`config.mk`:
```
export PLATFORM = sky130hd
export DESIGN_NAME = snn_timestep_scheduler
export DESIGN_NICKNAME = d
export VERILOG_FILES = /design/src/rtl/snn_timestep_scheduler.sv
export SDC_FILE = /design/constraint.sdc
export NUM_CORES = 1
export LEC_CHECK = 0
export BUFFER_PORTS_ARGS = -buffer_cell sky130_fd_sc_hd__buf_2
export CORE_ASPECT_RATIO = 1.25
export CORE_MARGIN = 10
export CORE_UTILIZATION = 45
export CTS_CLUSTER_SIZE = 10
export DETAILED_ROUTE_END_ITERATION = 7
export MAX_ROUTING_LAYER = met4
export PLACE_DENSITY = 0.8
export SLEW_MARGIN = 25
export SYNTH_ARGS = -nofsm -noshare
export SYNTH_HDL_FRONTEND = slang
export SYNTH_SLANG_ARGS = --single-unit
```
`constraint.sdc`:
```
create_clock -name wb_clk_i -period 6.5 [get_ports wb_clk_i]
set_clock_uncertainty 0.15 [all_clocks]
set_input_delay 0.325 -clock wb_clk_i [delete_from_list [all_inputs] [get_ports wb_clk_i]]
set_output_delay 0.325 -clock wb_clk_i [all_outputs]
set_load 0.02 [all_outputs]
```
`src/rtl/snn_timestep_scheduler.sv`:
```
// Wishbone-programmable timestep sequencer for the dual-core SNN datapath.
// Runs LATCH -> CALC (per enabled core, every axon) -> CAPTURE -> NEXT for num_ts timesteps.
module snn_timestep_scheduler #(
  parameter int unsigned NUM_AXONS = 256,
  parameter int unsigned NUM_CORE  = 2,
  parameter logic [31:0] CTRL_BASE = 32'h8006_0000
) (
  input  logic                          wb_clk_i,
  input  logic                          wb_rst_i,
  input  logic                          wbs_cyc_i,
  input  logic                          wbs_stb_i,
  input  logic                          wbs_we_i,
  input  logic [3:0]                    wbs_sel_i,
  input  logic [31:0]                   wbs_adr_i,
  input  logic [31:0]                   wbs_dat_i,
  output logic                          wbs_ack_o,
  output logic [31:0]                   wbs_dat_o,
  output logic [NUM_CORE-1:0]           calc_en_o,
  output logic [$clog2(NUM_AXONS)-1:0]  axon_idx_o,
  output logic                          axon_valid_o,
  input  logic                          calc_stall_i,
  output logic                          spike_latch_o,
  output logic                          spike_capture_o,
  output logic                          done_irq_o
);

  localparam int unsigned AW = $clog2(NUM_AXONS);
  localparam int unsigned CW = (NUM_CORE > 1) ? $clog2(NUM_CORE) : 1;

  typedef enum logic [2:0] {
    S_IDLE,
    S_LATCH,
    S_CALC,
    S_CAPTURE,
    S_NEXT
  } state_t;

  state_t              state;
  logic [NUM_CORE-1:0] mask_q, mask_sh, new_mask;
  logic [7:0]          nts_q, nts_sh, new_nts;
  logic [7:0]          ts_done_q;
  logic                done_q, err_q, busy;
  logic [CW-1:0]       cur_core, first_core, next_core;
  logic                has_next, first_found;

  logic hit_ctrl, hit_stat, req, wr;
  logic start_wr, abort_wr, done_clr;
  logic [31:0] ctrl_rd, status_rd;
  logic unused_wb_bits;

  assign hit_ctrl = (wbs_adr_i == CTRL_BASE);
  assign hit_stat = (wbs_adr_i == CTRL_BASE + 32'd4);
  assign req      = wbs_cyc_i & wbs_stb_i & (hit_ctrl | hit_stat);
  // Writes commit at the edge closing the ack cycle, so a start lands in LATCH right after ack.
  assign wr       = wbs_ack_o & req & wbs_we_i;

  assign start_wr = wr & hit_ctrl & wbs_sel_i[0] & wbs_dat_i[0];
  assign abort_wr = wr & hit_ctrl & wbs_sel_i[0] & wbs_dat_i[1];
  assign done_clr = wr & hit_stat & wbs_sel_i[0] & wbs_dat_i[1];

  assign new_mask = wbs_sel_i[0] ? wbs_dat_i[NUM_CORE+1:2] : mask_q;
  assign new_nts  = wbs_sel_i[1] ? wbs_dat_i[15:8] : nts_q;
  assign unused_wb_bits = ^{wbs_dat_i, wbs_sel_i};

  assign busy       = (state != S_IDLE);
  assign done_irq_o = done_q;

  always_comb begin
    ctrl_rd = '0;
    ctrl_rd[15:8] = nts_q;
    ctrl_rd[NUM_CORE+1:2] = mask_q;
    status_rd = {16'h0, ts_done_q, 5'h0, err_q, done_q, busy};
  end

  always_comb begin
    first_core  = '0;
    first_found = 1'b0;
    next_core   = '0;
    has_next    = 1'b0;
    for (int unsigned i = 0; i < NUM_CORE; i++) begin
      if (mask_sh[i] && !first_found) begin
        first_core  = CW'(i);
        first_found = 1'b1;
      end
      if (mask_sh[i] && (i > 32'(cur_core)) && !has_next) begin
        next_core = CW'(i);
        has_next  = 1'b1;
      end
    end
  end

  function automatic logic [NUM_CORE-1:0] onehot(input logic [CW-1:0] c);
    onehot = '0;
    onehot[c] = 1'b1;
  endfunction

  always_ff @(posedge wb_clk_i or posedge wb_rst_i) begin
    if (wb_rst_i) begin
      wbs_ack_o <= 1'b0;
      wbs_dat_o <= '0;
    end else begin
      wbs_ack_o <= req & ~wbs_ack_o;
      wbs_dat_o <= (req & ~wbs_ack_o & ~wbs_we_i) ? (hit_ctrl ? ctrl_rd : status_rd) : '0;
    end
  end

  always_ff @(posedge wb_clk_i or posedge wb_rst_i) begin
    if (wb_rst_i) begin
      state           <= S_IDLE;
      mask_q          <= '0;
      nts_q           <= '0;
      mask_sh         <= '0;
      nts_sh          <= '0;
      ts_done_q       <= '0;
      done_q          <= 1'b0;
      err_q           <= 1'b0;
      cur_core        <= '0;
      calc_en_o       <= '0;
      axon_idx_o      <= '0;
      axon_valid_o    <= 1'b0;
      spike_latch_o   <= 1'b0;
      spike_capture_o <= 1'b0;
    end else begin
      spike_latch_o   <= 1'b0;
      spike_capture_o <= 1'b0;
      if (wr && hit_ctrl) begin
        mask_q <= new_mask;
        nts_q  <= new_nts;
      end
      if (done_clr) done_q <= 1'b0;

      if (state == S_IDLE) begin
        if (start_wr) begin
          if ((new_mask != '0) && (new_nts != '0)) begin
            mask_sh       <= new_mask;
            nts_sh        <= new_nts;
            ts_done_q     <= '0;
            done_q        <= 1'b0;
            err_q         <= 1'b0;
            spike_latch_o <= 1'b1;
            state         <= S_LATCH;
          end else begin
            err_q <= 1'b1;
          end
        end
      end else if (abort_wr) begin
        state        <= S_IDLE;
        calc_en_o    <= '0;
        axon_idx_o   <= '0;
        axon_valid_o <= 1'b0;
      end else begin
        unique case (state)
          S_LATCH: begin
            cur_core     <= first_core;
            calc_en_o    <= onehot(first_core);
            axon_idx_o   <= '0;
            axon_valid_o <= 1'b1;
            state        <= S_CALC;
          end
          S_CALC: begin
            if (!calc_stall_i) begin
              if (axon_idx_o == AW'(NUM_AXONS - 1)) begin
                axon_idx_o <= '0;
                if (has_next) begin
                  cur_core  <= next_core;
                  calc_en_o <= onehot(next_core);
                end else begin
                  calc_en_o       <= '0;
                  axon_valid_o    <= 1'b0;
                  spike_capture_o <= 1'b1;
                  state           <= S_CAPTURE;
                end
              end else begin
                axon_idx_o <= axon_idx_o + AW'(1);
              end
            end
          end
          S_CAPTURE: begin
            ts_done_q <= ts_done_q + 8'd1;
            state     <= S_NEXT;
          end
          S_NEXT: begin
            if (ts_done_q == nts_sh) begin
              done_q <= 1'b1;
              state  <= S_IDLE;
            end else begin
              spike_latch_o <= 1'b1;
              state         <= S_LATCH;
            end
          end
          default: state <= S_IDLE;
        endcase
      end
    end
  end

endmodule

```
# After elaboration in Yosys (flattened, before gate mapping)
# Index checks and enable logic that the tools add are counted.
op_classes:
  addsub: 2
  magnitude_cmp: 5
  n_eq_ne: 20
  mux: 63
  n_bitwise: 18
  reduce_logical: 22
ops:
  columns: ["cell", "count"]
  rows:
  - ["two-way mux 8 bit", 9]
  - ["== test 32 bit, second input constant", 2]
  - ["two-way mux 1 bit", 33]
  - ["two-way mux 16 bit", 2]
  - ["two-way mux 3 bit", 7]
  - ["adder 8 x 1 -> 8 bit, second input constant", 2]
  - ["one-hot mux 8 bit (2 select lines)", 1]
  - ["AND 1 bit", 13]
  - ["!= test 4 bit, second input constant", 3]
  - ["one-hot mux 3 bit (4 select lines)", 1]
  - ["two-way mux 2 bit", 5]
  - ["AND reduction 5 bit", 2]
  - ["!= test 3 bit, second input constant", 3]
  - ["== test 8 bit", 1]
  - ["== test 8 bit, second input constant", 1]
  - ["!= test 2 bit, second input constant", 4]
  - ["AND reduction 4 bit", 2]
  - ["nonzero test 8 bit", 1]
  - ["== test 3 x 2 -> 1 bit, second input constant", 2]
  - ["logical AND 1 bit", 6]
  - ["AND reduction 3 bit", 2]
  - ["AND reduction 6 bit", 1]
  - ["nonzero test 2 bit", 3]
  - ["nonzero test 3 bit", 2]
  - ["other kinds (14)", 22]
totals:
  regBits: 64
  input_bits: 74
  out_inout_bits: 47
  wordCells: 146

# Longest topological paths before layout
# Gate-level depths: netlist (run 1).
depth:
  ltp_word: 13
  ltp_mapped: 8
  mapped_depth_nobuf: 7

# Least setup slack after synthesis (run 1)
# Ideal clock, no wire load.
synth_path:
  path_type: "input to register"
  startpoint: "input wbs_adr_i[0]"
  endpoint: "register nts_q[3]"
  setup_time_ns: 0.128
  arrival_ns: 2.065
  required_time_ns: 6.222
  slack_ns: 4.157
  path_stages: 5
  path_buffers: 0
  cell_sequence: "or4_4 -> or3_4 -> nor4_4 -> nand4_4 -> mux2_1"
synth_via:
  elab_chain_cells: 6
  word_cells_on_any_way: 7
  cone_classes: "eq/ne: 2; bitwise: 4; reduce/logical: 1"
synth_lines:
  columns: ["element", "line", "rtl"]
  rows:
  - ["from (decl)", "14", "input logic [31:0] wbs_adr_i,"]
  - ["== test 32 bit, on equally long branches", "51, 52", null]
  - ["OR 1 bit", "53", "assign req = wbs_cyc_i & wbs_stb_i & (hit_ctrl | hit_stat);"]
  - ["AND 1 bit", "53", null]
  - ["AND 1 bit (2 in a row)", "55", "assign wr = wbs_ack_o & req & wbs_we_i;"]
  - ["logical AND 1 bit (*)", "126", "if (wr && hit_ctrl) begin"]
  - ["to (signal assigned)", "128", "nts_q <= new_nts;"]
  - ["to (decl)", "40", "logic [7:0] nts_q, nts_sh, new_nts;"]
# Mark *: on every way between the ends. The rest lies on a longest branch, timed or not.
# A chain may end at the register's enable or synchronous reset.

# Worst setup path after layout (run 1)
layout_path:
  startpoint: "input wbs_adr_i[0]"
  endpoint: "register state[0]"
layout_via:
  elab_chain_cells: 10
  word_cells_on_any_way: 17
  cone_classes: "eq/ne: 6; mux: 2; bitwise: 8; reduce/logical: 1"
layout_lines:
  columns: ["element", "line", "rtl"]
  rows:
  - ["== test 32 bit, on equally long branches", "51, 52", null]
  - ["OR 1 bit", "53", null]
  - ["AND 1 bit", "53", null]
  - ["AND 1 bit (2 in a row)", "55", null]
  - ["AND 1 bit (*) (2 in a row)", "57, 58", null]
  - ["AND 1 bit, on equally long branches", "58, 57", null]
  - ["!= test 4 bit (no line) (tied with other cells)", null, null]
  - ["AND reduction 5 bit (no line) / two-way mux 3 bit (equally long branches)", null, null]
  - ["to (signal assigned)", "109", "state <= S_IDLE;"]
  - ["to (signal assigned)", "141", "state <= S_LATCH;"]
  - ["to (signal assigned)", "147", "state <= S_IDLE;"]
  - ["to (decl)", "38", "state_t state;"]
# Marked as above.

==> results.tsv, run 1 <==
metric	value	unit
number of DRC violations after detailed-routing iteration 0	135	
Setup Buffers After CTS	0	
total core area	0.00736	mm²
largest net degree at the start of global routing	61	
r2r worst-path depth	6	
I/O Buffers	78	
Clock Sinks	60	
routed vias	2803	
slowest stage cell, crit path	nor4_4	
CTS buffer count	9	
fin. max-slew vios	0	
worst setup margin	3.77	ns
CTS tree	built	
Tmin final	2.73	ns
Avg Synthesized Cell Area	9.97	µm²
# IOs	121	
Unique masters post-synth	54	
setup TNS	0	ns
VDD IR max	0.125	mV
Max Cap Viol	0	
number of global-route vias before repair	2935	
Setup CP Type	input port to register	
sequential area share after synthesis	44.3	%
Clk Latency, worst-skew pair	0.35	ns
measured slew at the worst slew-check pin	0.884	ns
Peak Freq	367	MHz
full die area	0.0114	mm²
first-pass GRT wire length	14100	µm
commonest non-fill, non-tap cells in the layout	buf_2, dfrtp_1, nor2_1	
commonest non-fill, non-tap cell in the layout	buf_2	
Placer Congestion	0.878	
cell count after synthesis	340	
pre-CTS setup slack	3.38	ns
total power	0.805	mW
total iterations of the first detailed-routing run	4	
FFs w/ async S/R, synth	100	%
Final Hold Fails	0	
synthesized flop and latch total	60	
Worst Hold Class	input port to asynchronous set/reset pin	
Nets	494	
Leak Pwr	1.87	nW
Initial Util	46.1	%
Arr. time, crit path	2.85	ns
Area Growth Syn to Fin	17.8	%
Clock Path Buffers	2	
CTS Hold Bufs	0	
row count	35	
fillers	669	
synth warn	0	
clk slew on worst S/H paths	0.08	ns
crit end category	register	
outcome	completed	
PwrDens	202	mW/mm²
Crit Path Max Fanout	12	
crit-path max cell delay	0.76	ns
final worst path period share	41.9	%
share of layout cells above drive strength 1	28.8	%
EDFF count, synth	0	
worst endpoint required time	6.62	ns
clock root buffer	clkbuf_8	
setup repair after global routing missed its margin	no	
Reg2Reg Setup Slack	4.30	ns
synthesized area	0.00339	mm²
startpoint types	input port	
Logic pwr share	6.2	%
routed wire length	8560	µm
Final Setup Violations	0	
ANT cells	0	
Routed Antenna Nets	0	
P_sw	0.190	mW
CTS H-tree lvls	3	
sequential power share	46.4	%
switch share	23.6	%
vias per cell	5.44	
# DRC	0	
post_cts resized	0	
antenna violations before repair	0	
hold_ws	0.0341	ns
per-cell routed wire length	16.6	µm
Final Core Density	54.3	%
cell-internal power	0.615	mW
Chip Height	117	µm
Die W	97.6	µm
DP HPWL	6560	µm
aggregate global-route resource usage	15.5	%
Rel. slew slack	40.6	%
worst path cell trace	buf_2 > or4_4 > or3_4 > nor4_4 > and2_1 > a21oi_1 > a211oi_2	
Overflow after GRT	0	
ys flop type	dfrtp_1	
Clk pwr share	47.4	%
routing by layer:
metal | track usage [%] | part of all wire [%] | vias to the layer above
li1 | - | - | 1342
met1 | 16.7 | 40 | 1376
met2 | 25.7 | 52 | 68
met3 | 4.05 | 4.5 | 17
met4 | 8.64 | 2.9 | 0
met5 | - | 0 | -
registers in the layout, summed over array words and instances, names as in the netlist:
| signal | cells |
|---|---|
| nts_q | 8 |
| wbs_dat_o | 12 |
| axon_valid_o | 1 |
| done_irq_o | 1 |
| spike_latch_o | 1 |
| mask_sh | 2 |
| spike_capture_o | 1 |
| mask_q | 2 |
| err_q | 1 |
| state | 3 |
| wbs_ack_o | 1 |
| axon_idx_o | 8 |
| nts_sh | 8 |
| ts_done_q | 8 |
| cur_core | 1 |
| calc_en_o | 2 |
logic make-up after synthesis:
group / count (synthesis) / synth area share, %
compound gates: 47 / 8.20
xor+xnor: 18 / 4.65
fa+ha+maj: 2 / 0.738
buf+inv: 39 / 7.42
flops: 60 / 44.3
mux: 30 / 9.23
other cells: 1 / 0.111
simple gates: 143 / 25.4
layout make-up:
type                       count  area (µm²)  area share (%)
clock buffer                  10         138            3.45
clock inverter                 6        87.6            2.19
inverter                       6        22.5           0.564
multi-input combinational    260        1710            42.9
sequential                    60        1500            37.6
tap                           92         115            2.88
timing repair buffer          81         413            10.3
power groups by stage:
stage | combinational (mW) | sequential (mW) | clock, mW
after detailed placement | 0.0500 | 0.380 | 0
after global placement | 0.0488 | 0.380 | 0
final | 0.0502 | 0.373 | 0.382
after floorplan | 0.0338 | 0.380 | 0
after CTS | 0.0501 | 0.373 | 0.386
after global routing | 0.0558 | 0.373 | 0.407
metrics by stage:
| stage | cell area (µm²) | instances |
|---|---|---|
| floorplan | 3460 | 359 |
| global placement | 3770 | 499 |
| detailed placement | 3770 | 499 |
| CTS | 3990 | 515 |
| global route | 3990 | 515 |
| finish | 3990 | 515 |
worst max-delay path, delay by kind of cell:
family	cells	cell delay (ns)
AOI/OAI and AO/OA	2	0.28
and+or+nand+nor	4	2.13
buffers and inverters	1	0.11
worst paths after layout:
check	from	end
worst max register to register	state[0]	ts_done_q[0]
worst max-delay path	wbs_adr_i[0]	state[0]
min in group wb_clk_i	wbs_dat_i[15]	nts_q[7]
worst min-delay path	wb_rst_i	axon_idx_o[3]
max in group asynchronous	wb_rst_i	nts_sh[5]
worst min register to register	axon_valid_o	axon_valid_o
cell usage after synthesis (3+ instances only):
library cell / count / area share [%]
mux2i_1: 20 / 5.9
nand3b_1: 4 / 0.89
buf_2: 3 / 0.44
nand3_1: 13 / 1.9
xor2_1: 3 / 0.78
clkbuf_1: 5 / 0.55
o21ai_0: 21 / 3.1
nand2_1: 26 / 2.9
nor4_1: 15 / 2.8
nor4_4: 4 / 2.5
dfrtp_1: 60 / 44
nand4_1: 6 / 1.1
and2_1: 3 / 0.55
nor4b_1: 5 / 1.3
inv_1: 6 / 0.66
a21oi_1: 8 / 1.2
nor3b_1: 6 / 1.3
buf_4: 22 / 4.9
xnor2_1: 15 / 3.9
nor2b_1: 3 / 0.55
mux2_2: 9 / 3.0
nor3_1: 9 / 1.3
nor2_1: 33 / 3.7
o21ai_1: 5 / 0.74
Note: power is estimated with default switching activity, not from simulation.
==> inputs of run 2 (changes only) <==
--- a/config.mk
+++ b/config.mk
@@ -12,7 +12,7 @@
 export CTS_CLUSTER_SIZE = 10
 export DETAILED_ROUTE_END_ITERATION = 7
 export MAX_ROUTING_LAYER = met4
-export PLACE_DENSITY = 0.8
+export PLACE_DENSITY = 0.83
 export SLEW_MARGIN = 25
 export SYNTH_ARGS = -nofsm -noshare
 export SYNTH_HDL_FRONTEND = slang
==> constraint.sdc (replaced) <==
create_clock -name wb_clk_i -period 2.3 [get_ports wb_clk_i]
set_clock_uncertainty 0.15 [all_clocks]
set_input_delay 0.115 -clock wb_clk_i [delete_from_list [all_inputs] [get_ports wb_clk_i]]
set_output_delay 0.115 -clock wb_clk_i [all_outputs]
set_load 0.02 [all_outputs]
==> run 2 against run 1 <==
  * Utilization grew 3.5 points
  * Critical path depth shrank 1
  * Routed wire length grew 8.6%
  * Die area is the same
  * Register-to-register slack lost 4.1 ns
  * Via count grew 6.8%
  * Power grew to 2.9 times the previous value
  * Hold slack lost 0.024 ns
  * Flip-flop and latch count is the same
  * Cell area grew 6.4%
  * Sequential power grew to 2.8 times the previous value
  * Highest routed layer unchanged
==> results.tsv, run 2 (synthesized netlist as in run 1, its figures left out) <==
metric	value	unit	change
slowest stage cell, crit path	dfrtp_1		
number of DRC violations after detailed-routing iteration 0	185		+37%
PwrDens	548	mW/mm²	+170%
CTS buffer count	9		unchanged
routed vias	2993		+6.8%
Leak Pwr	2.00	nW	+7.1%
Tmin final	2.07	ns	
full die area	0.0114	mm²	unchanged
commonest non-fill, non-tap cells in the layout	buf_2, dfrtp_1, nor2_1		
cell-internal power	1.79	mW	+190%
aggregate global-route resource usage	16.2	%	+0.70 points
switch share	23.1	%	-0.43 points
P_sw	0.538	mW	+180%
Largest register FFs	12		unchanged
I/O Buffers	78		unchanged
routed wire length	9290	µm	+8.6%
Worst Hold Class	input port to register		
share of layout cells above drive strength 1	29.9	%	+1.1 points
Placer Congestion	0.877		-0.13%
Chip Height	117	µm	unchanged
CTS tree	built		
Overflow after GRT	0		unchanged
# DRC	0		unchanged
Logic pwr share	7.1	%	+0.9 points
crit-path max cell delay	0.42	ns	-0.34 ns
worst endpoint required time	2.40	ns	-4.22 ns
Arr. time, crit path	2.18	ns	-0.67 ns
hold_ws	0.00963	ns	-0.0244 ns
antenna violations before repair	0		unchanged
Clk Latency, worst-skew pair	0.35	ns	about the same
commonest non-fill, non-tap cell in the layout	buf_2		
first-pass GRT wire length	14900	µm	+5.8%
measured slew at the worst slew-check pin	0.645	ns	-0.239 ns
total iterations of the first detailed-routing run	4		unchanged
Area Growth Syn to Fin	25.3	%	
startpoint types	register		
VDD IR max	0.401	mV	+220%
Final Setup Violations	0		unchanged
CTS H-tree lvls	3		unchanged
setup repair after global routing missed its margin	no		
Routed Antenna Nets	0		unchanged
Rel. slew slack	56.6	%	+16 points
fin. max-slew vios	0		unchanged
largest net degree at the start of global routing	25		-59%
Nets	519		+5.1%
ANT cells	0		unchanged
Max Cap Viol	0		unchanged
CP Buf/Inv Count	1		unchanged
row count	35		unchanged
post_cts resized	0		unchanged
final worst path period share	90.2	%	
dpl cell area	0.00388	mm²	+3.1%
Setup Buffers After CTS	0		unchanged
Crit Path Max Fanout	21		+9
per-cell routed wire length	17.2	µm	+3.6%
Clock Path Buffers	2		unchanged
cell area after layout	0.00425	mm²	+6.4%
Final Core Density	57.7	%	+3.5 points
top cell family by delay on the critical path	simple AND/OR/NAND/NOR gates		
total core area	0.00736	mm²	unchanged
largest reg by FF count	wbs_dat_o		
vias per cell	5.54		+1.8%
outcome	completed		
Setup CP Type	register to register		
number of global-route vias before repair	3165		+7.8%
Clock Sinks	60		unchanged
sequential power share	45.3	%	-1.1 points
worst path cell trace	and4_1 > nand3_1 > nor4_2 > buf_4 > nor2_1 > a221oi_1		
clock root buffer	clkbuf_8		
Peak Freq	482	MHz	
Die W	97.6	µm	unchanged
Clk pwr share	47.6	%	+0.2 points
clk slew on worst S/H paths	0.07	ns	about the same
# IOs	121		unchanged
Initial Util	46.1	%	unchanged
crit end category	register		
Final Hold Fails	0		unchanged
CTS Hold Bufs	13		+13
DP HPWL	7120	µm	+8.5%
-- run 2: cell count changes in the layout (fill, tap and decap cells not counted), sizes merged --
cell	before	now
dlygate4sd3	0	13
clkinvlp	3	2
buf	81	93
clkbuf	10	11
-- run 2: worst min-delay path: cells and delay by family --
| family | cells | cell delay (ns) |
|---|---|---|
| buf+inv | 1 | 0.15 |
| mux | 1 | 0.09 |
| compound gates | 1 | 0.11 |
-- run 2: power by group through the flow --
stage | Clock (mW) | Combinational [mW] | Sequential, mW
2_1_floorplan | 0 | 0.0954 | 1.07
3_3_place_gp | 0 | 0.140 | 1.07
3_5_place_dp | 0 | 0.146 | 1.07
4_1_cts | 1.12 | 0.164 | 1.05
5_1_grt | 1.16 | 0.182 | 1.05
6_report | 1.11 | 0.166 | 1.05
-- run 2: layout make-up --
| type | instances | area (µm²) |
|---|---|---|
| sequential | 60 | 1500 |
| clock buffer | 11 | 151 |
| multi-input combinational | 260 | 1710 |
| timing repair buffer | 106 | 658 |
| inverter | 6 | 22.5 |
| tap | 92 | 115 |
| fill | 630 | 3110 |
| clock inverter | 5 | 83.8 |
-- run 2: per-stage QoR --
stage,worst slack [ns],power [mW],TNS (ns),cells
after global routing,0.0490,2.40,0,540
after CTS,0.227,2.34,0,540
after floorplan,0.0875,1.17,0,359
after global placement,-0.0362,1.22,-0.0844,511
final,0.226,2.33,0,540
after detailed placement,-0.0649,1.22,-0.635,511
-- run 2: final timing paths --
| check | slack [ns] | cells past startpoint | endpoint | from |
|---|---|---|---|---|
| setup / recovery | 0.23 | 6 | cur_core | wbs_ack_o |
| hold / removal | 0.01 | 3 | mask_sh[0] | wbs_sel_i[0] |
| setup reg to reg | 0.23 | 6 | cur_core | wbs_ack_o |
| hold reg to reg | 0.34 | 1 | axon_valid_o | axon_valid_o |
| max in group asynchronous | 1.24 | 4 | mask_q[0] | wb_rst_i |
| min in group asynchronous | 0.12 | 3 | axon_idx_o[3] | wb_rst_i |
-- run 2: layer usage --
layer | up-vias | track usage, % | routed length (µm)
met5 | - | - | 0
met2 | 111 | 28.5 | 4900
met4 | 0 | 8.83 | 312
met1 | 1463 | 16.8 | 3680
met3 | 29 | 3.29 | 407
li1 | 1390 | - | -
